===== src/rtl/sram_arbiter_pkg.sv =====
// Shared state encodings and constants for the instruction/data SRAM arbiter.
// The optional instruction buffer is enabled with the ARB_IBUF_EN macro.
package sram_arbiter_pkg;
  typedef enum logic [1:0] {
    ArbIdle = 2'd0,
    ArbDAcc = 2'd1,
    ArbIAcc = 2'd2,
    ArbDone = 2'd3
  } arb_state_e;

  localparam logic [3:0] ArbSelAll = 4'b1111;
endpackage


===== src/rtl/sram_arbiter_if.sv =====
// Core-side request ports and SRAM-side bus of the arbiter.
// ARB_IBUF_EN does not change this interface.
interface sram_arbiter_if;
  // Handshake: a request (if_ce_i / dm_ce_i) plus its address/data is held stable
  // by the core while stallreq_o is high; the request is complete and its result
  // valid in the first cycle where stallreq_o is low, at whose edge the core advances.
  logic        if_ce_i;
  logic [31:0] if_addr_i;
  logic [31:0] if_data_o;
  logic        dm_ce_i;
  logic        dm_we_i;
  logic [3:0]  dm_sel_i;
  logic [31:0] dm_addr_i;
  logic [31:0] dm_wdata_i;
  logic [31:0] dm_rdata_o;
  logic        stallreq_o;
  logic        sram_ce_o;
  logic        sram_we_o;
  logic [3:0]  sram_sel_o;
  logic [31:0] sram_addr_o;
  logic [31:0] sram_wdata_o;
  logic [31:0] sram_rdata_i;

  modport slave (
    input  if_ce_i, if_addr_i, dm_ce_i, dm_we_i, dm_sel_i, dm_addr_i, dm_wdata_i,
    input  sram_rdata_i,
    output if_data_o, dm_rdata_o, stallreq_o,
    output sram_ce_o, sram_we_o, sram_sel_o, sram_addr_o, sram_wdata_o
  );

  modport master (
    output if_ce_i, if_addr_i, dm_ce_i, dm_we_i, dm_sel_i, dm_addr_i, dm_wdata_i,
    output sram_rdata_i,
    input  if_data_o, dm_rdata_o, stallreq_o,
    input  sram_ce_o, sram_we_o, sram_sel_o, sram_addr_o, sram_wdata_o
  );
endinterface


===== src/rtl/sram_arbiter_ibuf.sv =====
// One-entry instruction buffer for the SRAM arbiter; only built when ARB_IBUF_EN
// is defined. Filled on every fetch completion, invalidated by writes to its tag.
`ifdef ARB_IBUF_EN
module sram_arbiter_ibuf (
  input  logic        clk,
  input  logic        rst,
  input  logic        fill_i,
  input  logic [29:0] fill_tag_i,
  input  logic [31:0] fill_data_i,
  input  logic        inval_i,
  input  logic [29:0] inval_tag_i,
  input  logic [29:0] look_tag_i,
  input  logic        dm_wr_i,
  input  logic [29:0] dm_tag_i,
  output logic        hit_o,
  output logic [31:0] data_o
);
  logic        valid_q;
  logic [29:0] tag_q;
  logic [31:0] data_q;

  always_ff @(posedge clk or posedge rst) begin
    if (rst) begin
      valid_q <= 1'b0;
      tag_q   <= '0;
      data_q  <= '0;
    end else if (fill_i) begin
      valid_q <= 1'b1;
      tag_q   <= fill_tag_i;
      data_q  <= fill_data_i;
    end else if (inval_i && inval_tag_i == tag_q) begin
      valid_q <= 1'b0;
    end
  end

  // A pending write to the buffered word must not be bypassed by a stale hit.
  assign hit_o  = valid_q && (look_tag_i == tag_q) && !(dm_wr_i && dm_tag_i == tag_q);
  assign data_o = data_q;
endmodule
`endif


===== src/rtl/sram_arbiter.sv =====
// Shares one single-ported SRAM between instruction fetch and data access, data
// first, with a fixed WAIT_CYCLES access. ARB_IBUF_EN adds a one-entry fetch buffer.
module sram_arbiter
  import sram_arbiter_pkg::*;
#(
  parameter int unsigned WAIT_CYCLES = 2
) (
  input  logic          clk,
  input  logic          rst,
  sram_arbiter_if.slave bus,
  output arb_state_e    state_o
);
  localparam logic [2:0] CntInit = 3'(WAIT_CYCLES - 1);

  arb_state_e  state_q;
  logic [2:0]  cnt_q;
  logic        d_done_q, i_done_q;
  logic        sram_ce_q, sram_we_q;
  logic [3:0]  sram_sel_q;
  logic [31:0] sram_addr_q, sram_wdata_q;
  logic [31:0] dm_rdata_q, if_data_q;
  logic        ibuf_hit, d_pend, i_pend, acc_last;

  assign acc_last = (cnt_q == 3'd0);

`ifdef ARB_IBUF_EN
  logic [31:0] ibuf_data;

  sram_arbiter_ibuf u_ibuf (
    .clk        (clk),
    .rst        (rst),
    .fill_i     (state_q == ArbIAcc && acc_last),
    .fill_tag_i (sram_addr_q[31:2]),
    .fill_data_i(bus.sram_rdata_i),
    .inval_i    (state_q == ArbDAcc && acc_last && sram_we_q),
    .inval_tag_i(sram_addr_q[31:2]),
    .look_tag_i (bus.if_addr_i[31:2]),
    .dm_wr_i    (bus.dm_ce_i & bus.dm_we_i),
    .dm_tag_i   (bus.dm_addr_i[31:2]),
    .hit_o      (ibuf_hit),
    .data_o     (ibuf_data)
  );
  assign bus.if_data_o = ibuf_hit ? ibuf_data : if_data_q;
`else
  assign ibuf_hit      = 1'b0;
  assign bus.if_data_o = if_data_q;
`endif

  assign d_pend         = bus.dm_ce_i & ~d_done_q;
  assign i_pend         = bus.if_ce_i & ~i_done_q & ~ibuf_hit;
  assign bus.stallreq_o = d_pend | i_pend;

  always_ff @(posedge clk or posedge rst) begin
    if (rst) begin
      state_q      <= ArbIdle;
      cnt_q        <= '0;
      d_done_q     <= 1'b0;
      i_done_q     <= 1'b0;
      sram_ce_q    <= 1'b0;
      sram_we_q    <= 1'b0;
      sram_sel_q   <= '0;
      sram_addr_q  <= '0;
      sram_wdata_q <= '0;
      dm_rdata_q   <= '0;
      if_data_q    <= '0;
    end else begin
      case (state_q)
        ArbIdle: begin
          if (d_pend) begin
            state_q      <= ArbDAcc;
            cnt_q        <= CntInit;
            sram_ce_q    <= 1'b1;
            sram_we_q    <= bus.dm_we_i;
            sram_sel_q   <= bus.dm_we_i ? bus.dm_sel_i : ArbSelAll;
            sram_addr_q  <= bus.dm_addr_i;
            sram_wdata_q <= bus.dm_wdata_i;
          end else if (i_pend) begin
            state_q     <= ArbIAcc;
            cnt_q       <= CntInit;
            sram_ce_q   <= 1'b1;
            sram_we_q   <= 1'b0;
            sram_sel_q  <= ArbSelAll;
            sram_addr_q <= bus.if_addr_i;
          end
        end
        ArbDAcc: begin
          if (acc_last) begin
            d_done_q  <= 1'b1;
            sram_ce_q <= 1'b0;
            sram_we_q <= 1'b0;
            if (!sram_we_q) dm_rdata_q <= bus.sram_rdata_i;
            // Fetch reload overrides the control drop above.
            if (i_pend) begin
              state_q     <= ArbIAcc;
              cnt_q       <= CntInit;
              sram_ce_q   <= 1'b1;
              sram_sel_q  <= ArbSelAll;
              sram_addr_q <= bus.if_addr_i;
            end else begin
              state_q <= ArbDone;
            end
          end else begin
            cnt_q <= cnt_q - 3'd1;
          end
        end
        ArbIAcc: begin
          if (acc_last) begin
            i_done_q  <= 1'b1;
            sram_ce_q <= 1'b0;
            sram_we_q <= 1'b0;
            if_data_q <= bus.sram_rdata_i;
            state_q   <= ArbDone;
          end else begin
            cnt_q <= cnt_q - 3'd1;
          end
        end
        ArbDone: begin
          d_done_q <= 1'b0;
          i_done_q <= 1'b0;
          state_q  <= ArbIdle;
        end
        default: state_q <= ArbIdle;
      endcase
    end
  end

  assign bus.sram_ce_o    = sram_ce_q;
  assign bus.sram_we_o    = sram_we_q;
  assign bus.sram_sel_o   = sram_sel_q;
  assign bus.sram_addr_o  = sram_addr_q;
  assign bus.sram_wdata_o = sram_wdata_q;
  assign bus.dm_rdata_o   = dm_rdata_q;
  assign state_o          = state_q;
endmodule


===== src/flat_wrapper.sv =====
// flat-port wrapper written by rule: the top's interface ports become plain ports
module sram_arbiter_flat import sram_arbiter_pkg::*;
#(
  parameter int unsigned WAIT_CYCLES = 2
)
  (clk, rst, state_o, bus_if_ce_i, bus_if_addr_i, bus_dm_ce_i, bus_dm_we_i, bus_dm_sel_i, bus_dm_addr_i, bus_dm_wdata_i, bus_sram_rdata_i, bus_if_data_o, bus_dm_rdata_o, bus_stallreq_o, bus_sram_ce_o, bus_sram_we_o, bus_sram_sel_o, bus_sram_addr_o, bus_sram_wdata_o);
  sram_arbiter_if bus_i ();
  input  logic clk;
  input  logic rst;
  output arb_state_e state_o;
  input wire logic [$bits(bus_i.if_ce_i)-1:0] bus_if_ce_i;
  input wire logic [$bits(bus_i.if_addr_i)-1:0] bus_if_addr_i;
  input wire logic [$bits(bus_i.dm_ce_i)-1:0] bus_dm_ce_i;
  input wire logic [$bits(bus_i.dm_we_i)-1:0] bus_dm_we_i;
  input wire logic [$bits(bus_i.dm_sel_i)-1:0] bus_dm_sel_i;
  input wire logic [$bits(bus_i.dm_addr_i)-1:0] bus_dm_addr_i;
  input wire logic [$bits(bus_i.dm_wdata_i)-1:0] bus_dm_wdata_i;
  input wire logic [$bits(bus_i.sram_rdata_i)-1:0] bus_sram_rdata_i;
  output wire logic [$bits(bus_i.if_data_o)-1:0] bus_if_data_o;
  output wire logic [$bits(bus_i.dm_rdata_o)-1:0] bus_dm_rdata_o;
  output wire logic [$bits(bus_i.stallreq_o)-1:0] bus_stallreq_o;
  output wire logic [$bits(bus_i.sram_ce_o)-1:0] bus_sram_ce_o;
  output wire logic [$bits(bus_i.sram_we_o)-1:0] bus_sram_we_o;
  output wire logic [$bits(bus_i.sram_sel_o)-1:0] bus_sram_sel_o;
  output wire logic [$bits(bus_i.sram_addr_o)-1:0] bus_sram_addr_o;
  output wire logic [$bits(bus_i.sram_wdata_o)-1:0] bus_sram_wdata_o;
  assign bus_i.if_ce_i = bus_if_ce_i;
  assign bus_i.if_addr_i = bus_if_addr_i;
  assign bus_i.dm_ce_i = bus_dm_ce_i;
  assign bus_i.dm_we_i = bus_dm_we_i;
  assign bus_i.dm_sel_i = bus_dm_sel_i;
  assign bus_i.dm_addr_i = bus_dm_addr_i;
  assign bus_i.dm_wdata_i = bus_dm_wdata_i;
  assign bus_i.sram_rdata_i = bus_sram_rdata_i;
  assign bus_if_data_o = bus_i.if_data_o;
  assign bus_dm_rdata_o = bus_i.dm_rdata_o;
  assign bus_stallreq_o = bus_i.stallreq_o;
  assign bus_sram_ce_o = bus_i.sram_ce_o;
  assign bus_sram_we_o = bus_i.sram_we_o;
  assign bus_sram_sel_o = bus_i.sram_sel_o;
  assign bus_sram_addr_o = bus_i.sram_addr_o;
  assign bus_sram_wdata_o = bus_i.sram_wdata_o;
  sram_arbiter #(.WAIT_CYCLES(WAIT_CYCLES)) u_core (.clk(clk), .rst(rst), .bus(bus_i), .state_o(state_o));
endmodule

===== config.mk =====
export PLATFORM = sky130hd
export DESIGN_NAME = sram_arbiter_flat
export DESIGN_NICKNAME = d
export VERILOG_FILES = /design/src/rtl/sram_arbiter_pkg.sv /design/src/rtl/sram_arbiter_if.sv /design/src/rtl/sram_arbiter_ibuf.sv /design/src/rtl/sram_arbiter.sv /design/src/flat_wrapper.sv
export SDC_FILE = /design/constraint.sdc
export NUM_CORES = 1
export LEC_CHECK = 0
export ABC_AREA = 1
export ABC_CLOCK_PERIOD_IN_PS = 10520
export CELL_PAD_IN_SITES_DETAIL_PLACEMENT = 0
export CELL_PAD_IN_SITES_GLOBAL_PLACEMENT = 1
export CORE_MARGIN = 2
export CORE_UTILIZATION = 34
export CTS_CLUSTER_SIZE = 24
export DETAILED_ROUTE_END_ITERATION = 8
export PLACE_DENSITY_LB_ADDON = 0.1
export SLEW_MARGIN = 20
export SYNTH_ARGS = -nofsm -noshare
export SYNTH_HDL_FRONTEND = slang
export SYNTH_HIERARCHICAL = 1
export SYNTH_SLANG_ARGS = --single-unit

===== constraint.sdc =====
create_clock -name clk -period 10.52 [get_ports clk]
set_clock_uncertainty 0.2 [all_clocks]
set_input_delay 1.052 -clock clk [delete_from_list [all_inputs] [get_ports clk]]
set_output_delay 1.052 -clock clk [all_outputs]
set_load 0.03 [all_outputs]

== After elaboration in Yosys (flattened, before gate mapping) ==
Cells that the tools add are included.
Word-level totals
  bits in registers: 141
  input bits: 137
  output and inout port bits: 137
  logic and storage cells: 76
Operators by class
  add/sub/neg operators: 1
  equal/unequal tests: 8
  muxes and demuxes: 32
  bitwise gates (word level): 6
  reduce and logical (&&, ||, !) cells: 18
Operators by type and width (number)
  2-to-1 mux 32 bit: 3
  one-hot mux 32 bit (2 select lines): 1
  2-to-1 mux 4 bit: 4
  2-to-1 mux 3 bit: 4
  AND reduction 2 bit: 6
  2-to-1 mux 1 bit: 9
  one-hot mux 3 bit (3 select lines): 1
  AND reduction 3 bit: 3
  2-to-1 mux 2 bit: 4
  one-hot mux 2 bit (4 select lines): 1
  one-hot mux 4 bit (2 select lines): 1
  nonzero test 2 bit: 4
  != test 2 x 1 -> 1 bit (second input constant): 3
  one-hot mux 1 bit (2 select lines): 3
  == test 2 bit (second input constant): 2
  AND reduction 4 bit: 1
  logical NOT 3 bit: 1
  != test 3 x 1 -> 1 bit (second input constant): 1
  NOT 1 bit: 3
  one-hot mux 1 bit (3 select lines): 1
  nonzero test 3 bit: 1
  subtractor 3 x 1 -> 3 bit (second input constant): 1
  AND 1 bit: 2
  == test 2 x 1 -> 1 bit (second input constant): 1
  other kinds (4): 4

== Depth between registers and ports, before layout ==
Gate-level depths: netlist of run 1.
  depth after elaboration: 5
  depth in mapped cells: 11
  mapped depth without buffers: 10

== Worst setup path before layout of run 1 ==
OpenSTA, ideal clock, no wires.
  path type: input-to-output
  start: in bus_dm_ce_i
  end: out bus_stallreq_o
  arrival time: 1.410 ns
  data required time: 9.268 ns
  slack: 7.858 ns
  stages on the path: 2
  path buffers: 0
  path through: nand2_2 -> nand2_1
Between the ends
  longest elaborated chain between the ends: 2
RTL lines
  start, declared: RTL line flat_wrapper.sv:13  | input wire logic [$bits(bus_i.dm_ce_i)-1:0] bus_dm_ce_i;
  AND 1 bit: RTL line sram_arbiter.sv:49  | assign d_pend = bus.dm_ce_i & ~d_done_q;
  bitwise OR 1 bit: RTL line sram_arbiter.sv:51  | assign bus.stallreq_o = d_pend | i_pend;
  end, declared: RTL line flat_wrapper.sv:21  | output wire logic [$bits(bus_i.stallreq_o)-1:0] bus_stallreq_o;
No other way between the ends.

== Final worst setup path of run 1 ==
Ends and elaborated chain as after synthesis.

==> impl_metrics.ini, run 1 <==
[run_status]
outcome = finished, final reports clean

[sta]
period_needed_ns = 4.13
whs_ns = 0.281
maxSlewViolCount = 0
fmax_ghz = 0.242
rsz0062_at_grt = no
hold_viol_final = 0
slew_headroom_pct = 41.8
setup_viol = 0
worst_slew_pin_slew_ns = 0.873
finalSetupTns_ns = 0
period_share_pct = 39.3

[grt]
grt_overflow = 0
grt_use_total_pct = 18.7
grt_max_degree = 76
grt_pass1_vias = 5518
antenna_found_initial = 0
grt_pass1_wl_mm = 29.2

[clock_network]
holdBufCountCts = 0
htreeDepth = 4
postCtsSetupRepairBufs = 0
clk_latency_ns = 0.41
cts_tree = done
clock_path_buffers = 2
clk_pin_slew_worst_paths_ns = 0.06
numClockSinks = 141
root_buffer = clkbuf_16
cts.repair.resized = 0
cts_buffers = 17

[critical_path]
crit_cells = 4
max_stage_delay_ns = 0.73
startpoint_type = input pin
crit_arrival_ns = 2.88
worst-path-max-fanout = 36
path_delay_family = buffers and inverters
crit_required_ns = 9.27
rr_worst_depth = 9
critPathCaptureType = primary output
worstPathCellList = clkdlybuf4s50_1, nand2_2, nand2_1, clkdlybuf4s50_1
cp_common_cell = clkdlybuf4s50_1
crit_type = input pin to primary output
cpMaxStageDelayCell = clkdlybuf4s50_1
critPathBufInv = 2
rrSetupSlack_ns = 7.53

[logic_synthesis]
synth_edf_count = 0
muxShareOfSynthArea_pct = 11.1
synth-xor-area-share_pct = 0
synth_area_leader_cell = dfrtp_1
synthAdderAreaFrac_pct = 1.19
ys_seq_area_share_pct = 56.0
syn_area_mm2 = 0.00631
yosys-top-cells-area = dfrtp_1, nand2_1, mux2_2
synthFlopType = dfrtp_1
yosysMostFrequentCell = nand2_1
synth_cells = 624
postSynthAreaPerCell_um2 = 10.1
synth_top_family_by_area = simple AND/OR/NAND/NOR gates
synth_compound_area_share_pct = 11.3
synth-simple-area-share_pct = 13.6
synth_common_cells = nand2_1, dfrtp_1, o21ai_0, mux2_2, inv_1
ys_warn_count = 6
synth.ff_latch_count = 141
synth_top_cell_area_share_pct = 56.0
synth_cell_types = 29
synthArstFlopShare_pct = 100
syn_nets = 767

[die]
dieWidth_um = 140
io_pins = 274
die_y_um = 140
die_area_mm2 = 0.0197
initial_core_util_pct = 34.9
core_mm2 = 0.0181
rows = 49

[final_layout]
drive_gt1_share_pct = 15.0
insertedDiodeCount = 0
final_nets = 1031
syn2layout_area_growth_pct = 54.1
final_area_mm2 = 0.00972
fillers = 1631
fin_util_pct = 53.7

[run]
maxCapViolCount = 0

[power_and_ir_drop]
leakage_nw = 4.38
vdd_ir_drop_max_v = 0.000158
pwr_density_cell_mw_per_mm2 = 348
fin_total_pwr_mw = 3.38

[place]
place_congestion = 0.786
dpl.hpwl_mm = 12.8
portBuffers = 273
placed_area_mm2 = 0.00914

[route]
wirelength_mm = 17.9
first_pass_iters = 4
drc = 0
vias = 5214
vias_per_cell = 4.61
ant_nets = 0
drtIter0Drc = 242
routedWlPerCell_um = 15.8

[worst_hold_path]
hold_depth = 2
hold_path_class = register to register
## layout make-up
class,instances,area [µm²],area share (%)
tap,229,287,2.95
timing repair buffer,277,2760,28.4
sequential,141,3530,36.3
multi-input combinational,394,2340,24.1
clock inverter,13,130,1.34
clock buffer,19,443,4.56
inverter,57,221,2.28
## cells by family (layout without fill, tap and decap cells)
| group | Yosys count | count (layout) |
|---|---|---|
| muxes | 62 | 62 |
| DFF | 141 | 141 |
| adders and majority gates | 6 | 6 |
| AOI/OAI and AO/OA | 121 | 121 |
| buffers and inverters | 89 | 366 |
| and+or+nand+nor | 205 | 205 |
## metrics by stage
stage / cells / setup WS (ns)
floorplan: 624 / 5.49
global placement: 1098 / 6.43
detailed placement: 1098 / 6.41
CTS: 1130 / 6.40
global route: 1130 / 6.28
finish: 1130 / 6.39
## flip-flops by register name, indices dropped and copies added (netlist names), 2 cells and up
register                 flops
u_core/state_o               2
u_core/cnt_q                 3
u_core/bus.sram_wdata_o     32
u_core/bus.dm_rdata_o       32
u_core/bus.if_data_o        32
u_core/bus.sram_sel_o        4
u_core/bus.sram_addr_o      32
## power breakdown
group	switching (mW)	internal (mW)	leakage (nW)
logic	1.09	0.755	2.42
clock network	0.246	0.337	0.273
registers	0.136	0.812	1.69
total	1.47	1.90	4.38
## worst register-to-register path: stages (launching register included)
cell and delay, ns:
dfrtp_1 0.42, inv_1 0.12, ha_1 0.15, buf_4 0.35
nor2_4 0.25, o21ai_4 0.56, buf_4 0.59, nand2_1 0.13
nand2_1 0.09, inv_1 0.04
## final timing paths
path,start,to
worst max-delay path,bus_dm_ce_i,bus_stallreq_o
worst min-delay path,u_core/bus.sram_addr_o[13],u_core/bus.sram_addr_o[13]
worst max register to register,u_core/state_o[1],u_core/bus.sram_addr_o[30]
worst min register to register,u_core/bus.sram_addr_o[13],u_core/bus.sram_addr_o[13]
max in group asynchronous,rst,u_core/bus.dm_rdata_o[28]
min in group asynchronous,rst,u_core/bus.sram_wdata_o[8]
## layout by cell type (no fill, tap or decap), types with 7 or more instances in the layout
master | Yosys | final
a21oi_1 | 10 | 10
clkbuf_16 | 0 | 17
clkdlybuf4s50_1 | 0 | 273
dfrtp_1 | 141 | 141
inv_1 | 54 | 53
mux2_2 | 57 | 57
nand2_1 | 172 | 172
nand2_2 | 7 | 7
nand3_1 | 8 | 8
o21ai_0 | 82 | 82
o21ai_2 | 20 | 20
## metal layers
layer,part of all wire [%],GRT usage [%],vias to the layer above
li1,-,-,2544
met1,41,21.8,2461
met2,48,32.0,188
met3,8.8,7.15,21
met4,1.6,5.64,0
met5,0,0,-
(Power assumes the default switching activity.)
==> run 2, diff against run 1 <==
--- a/config.mk
+++ b/config.mk
@@ -6,11 +6,11 @@
 export NUM_CORES = 1
 export LEC_CHECK = 0
 export ABC_AREA = 1
-export ABC_CLOCK_PERIOD_IN_PS = 10520
+export ABC_CLOCK_PERIOD_IN_PS = 4100
 export CELL_PAD_IN_SITES_DETAIL_PLACEMENT = 0
 export CELL_PAD_IN_SITES_GLOBAL_PLACEMENT = 1
 export CORE_MARGIN = 2
-export CORE_UTILIZATION = 34
+export CORE_UTILIZATION = 31
 export CTS_CLUSTER_SIZE = 24
 export DETAILED_ROUTE_END_ITERATION = 8
 export PLACE_DENSITY_LB_ADDON = 0.1
==> constraint.sdc (replaced) <==
create_clock -name clk -period 4.1 [get_ports clk]
set_clock_uncertainty 0.2 [all_clocks]
set_input_delay 0.41 -clock clk [delete_from_list [all_inputs] [get_ports clk]]
set_output_delay 0.41 -clock clk [all_outputs]
set_load 0.03 [all_outputs]
==> run 2 against run 1 <==
Net effect:
- final cell count rose by 3.9%
- sequential share of layout area is 0.49 points lower
- final area increased by 1.4%
- utilization shrank 4.7 points
- clock power increased to 2.7 times the previous value
- global-route usage is 1.9 points lower
- wire length down 1.8%
- via count shrank 0.84%
- critical path type is now register to register
- critical endpoint is now u_core/bus.sram_addr_o[6]
- largest cell class unchanged
- largest power group unchanged
==> impl_metrics.ini, run 2 (synthesized netlist as in run 1, its figures left out) <==
[run_status]
outcome = finished, final reports clean

[power_and_ir_drop]
leakage_nw = 4.42
pwr_density_cell_mw_per_mm2 = 889
vdd_ir_drop_max_v = 0.000419

[critical_path]
cpMaxStageDelayCell = dfrtp_1
max_stage_delay_ns = 0.41
crit_arrival_ns = 2.79
worst-path-max-fanout = 39
worstPathCellList = inv_1, ha_1, buf_4, inv_2, nor2_8, inv_4, nand2_4, o21ai_4, buf_16, buf_4, nand2_1, o21ai_2
critPathCaptureType = register
crit_type = register to register
startpoint_type = register
cp_common_cell = buf_4
crit_required_ns = 4.19

[sta]
period_share_pct = 65.9
hold_viol_final = 0
fmax_ghz = 0.370
setup_ws_ns = 1.40
finalSetupTns_ns = 0
slew_headroom_pct = 42.1
maxSlewViolCount = 0
whs_ns = 0.285
setup_viol = 0
worst_slew_pin_slew_ns = 0.867
period_needed_ns = 2.70
rsz0062_at_grt = no

[die]
core_mm2 = 0.0201
rows = 52
die_area_mm2 = 0.0215
dieWidth_um = 147
io_pins = 274
initial_core_util_pct = 31.4
die_y_um = 147

[place]
pre_cts_slack_ns = 1.28
dpl.hpwl_mm = 12.6
place_congestion = 0.772
portBuffers = 273

[final_layout]
layout_commonest_cell = clkdlybuf4s50_1
insertedDiodeCount = 0
drive_gt1_share_pct = 15.3
mostFrequentLayoutCells = clkdlybuf4s50_1, nand2_1, dfrtp_1, o21ai_0, mux2_2
syn2layout_area_growth_pct = 56.2
final_nets = 1035
fin_util_pct = 49.0

[route]
drtIter0Drc = 181
ant_nets = 0
first_pass_iters = 5
vias = 5170
routedWlPerCell_um = 14.9
vias_per_cell = 4.40
drc = 0
wirelength_mm = 17.5

[grt]
grt_overflow = 0
grt_use_total_pct = 16.8
grt_max_degree = 70
grt_pass1_wl_mm = 28.9
grt_pass1_vias = 5426
antenna_found_initial = 0

[clock_network]
clk_pin_slew_worst_paths_ns = 0.06
cts_tree = done
clk_latency_ns = 0.40
root_buffer = clkbuf_16
postCtsSetupRepairBufs = 0
cts_buffers = 17
htreeDepth = 4
numClockSinks = 141
holdBufCountCts = 0
clock_path_buffers = 2
cts.repair.resized = 0

[worst_hold_path]
hold_path_class = register to register

[run]
maxCapViolCount = 0
==> run 2: metal layers <==
metal / vias to the layer above / part of all wire, % / track usage [%]
met3: 6 / 7.0 / 5.84
met2: 165 / 50 / 28.3
met5: - / 0 / 0
met4: 0 / 0.53 / 4.13
met1: 2440 / 43 / 20.8
li1: 2559 / - / -
==> run 2: worst max-delay path: cells and delay by family, from the launching register on <==
kind	cells	cell delay, ns
AO/OA/AOI/OAI	2	0.20
AND/OR/NAND/NOR	3	0.33
buffers and inverters	6	1.19
flip-flops	1	0.41
adder cells (fa/ha/maj)	1	0.22
==> run 2: cell type report <==
| cell class | instances | area [µm²] |
|---|---|---|
| Sequential cell | 141 | 3530 |
| Multi-Input combinational cell | 394 | 2340 |
| Tap cell | 270 | 338 |
| Clock buffer | 18 | 429 |
| Clock inverter | 13 | 164 |
| Fill cell | 1829 | 10300 |
| Inverter | 57 | 220 |
| Timing Repair Buffer | 281 | 2830 |
==> run 2: worst paths after layout <==
kind / slack [ns] / cells after the start / from / endpoint
worst min-delay path: 0.28 / 2 / u_core/bus.sram_addr_o[31] / u_core/bus.sram_addr_o[31]
worst max-delay path: 1.40 / 12 / u_core/state_o[1] / u_core/bus.sram_addr_o[6]
max in group asynchronous: 2.42 / 3 / rst / u_core/bus.if_data_o[0]
worst max register to register: 1.40 / 12 / u_core/state_o[1] / u_core/bus.sram_addr_o[6]
min in group asynchronous: 0.31 / 2 / rst / u_core/bus.sram_wdata_o[27]
worst min register to register: 0.28 / 2 / u_core/bus.sram_addr_o[31] / u_core/bus.sram_addr_o[31]
==> run 2: power by group <==
group          internal, mW  total [mW]  switching [mW]
Combinational          1.98        4.75            2.77
Clock                 0.958        1.55           0.595
Sequential             2.08        2.45           0.363
Total                  5.02        8.75            3.73
==> run 2: stage by stage <==
stage	area, µm²	std cells	power, mW
floorplan	6310	624	5.39
global placement	9230	1142	7.17
detailed placement	9230	1142	7.24
CTS	9820	1173	8.85
global route	9850	1174	9.34
finish	9850	1174	8.75
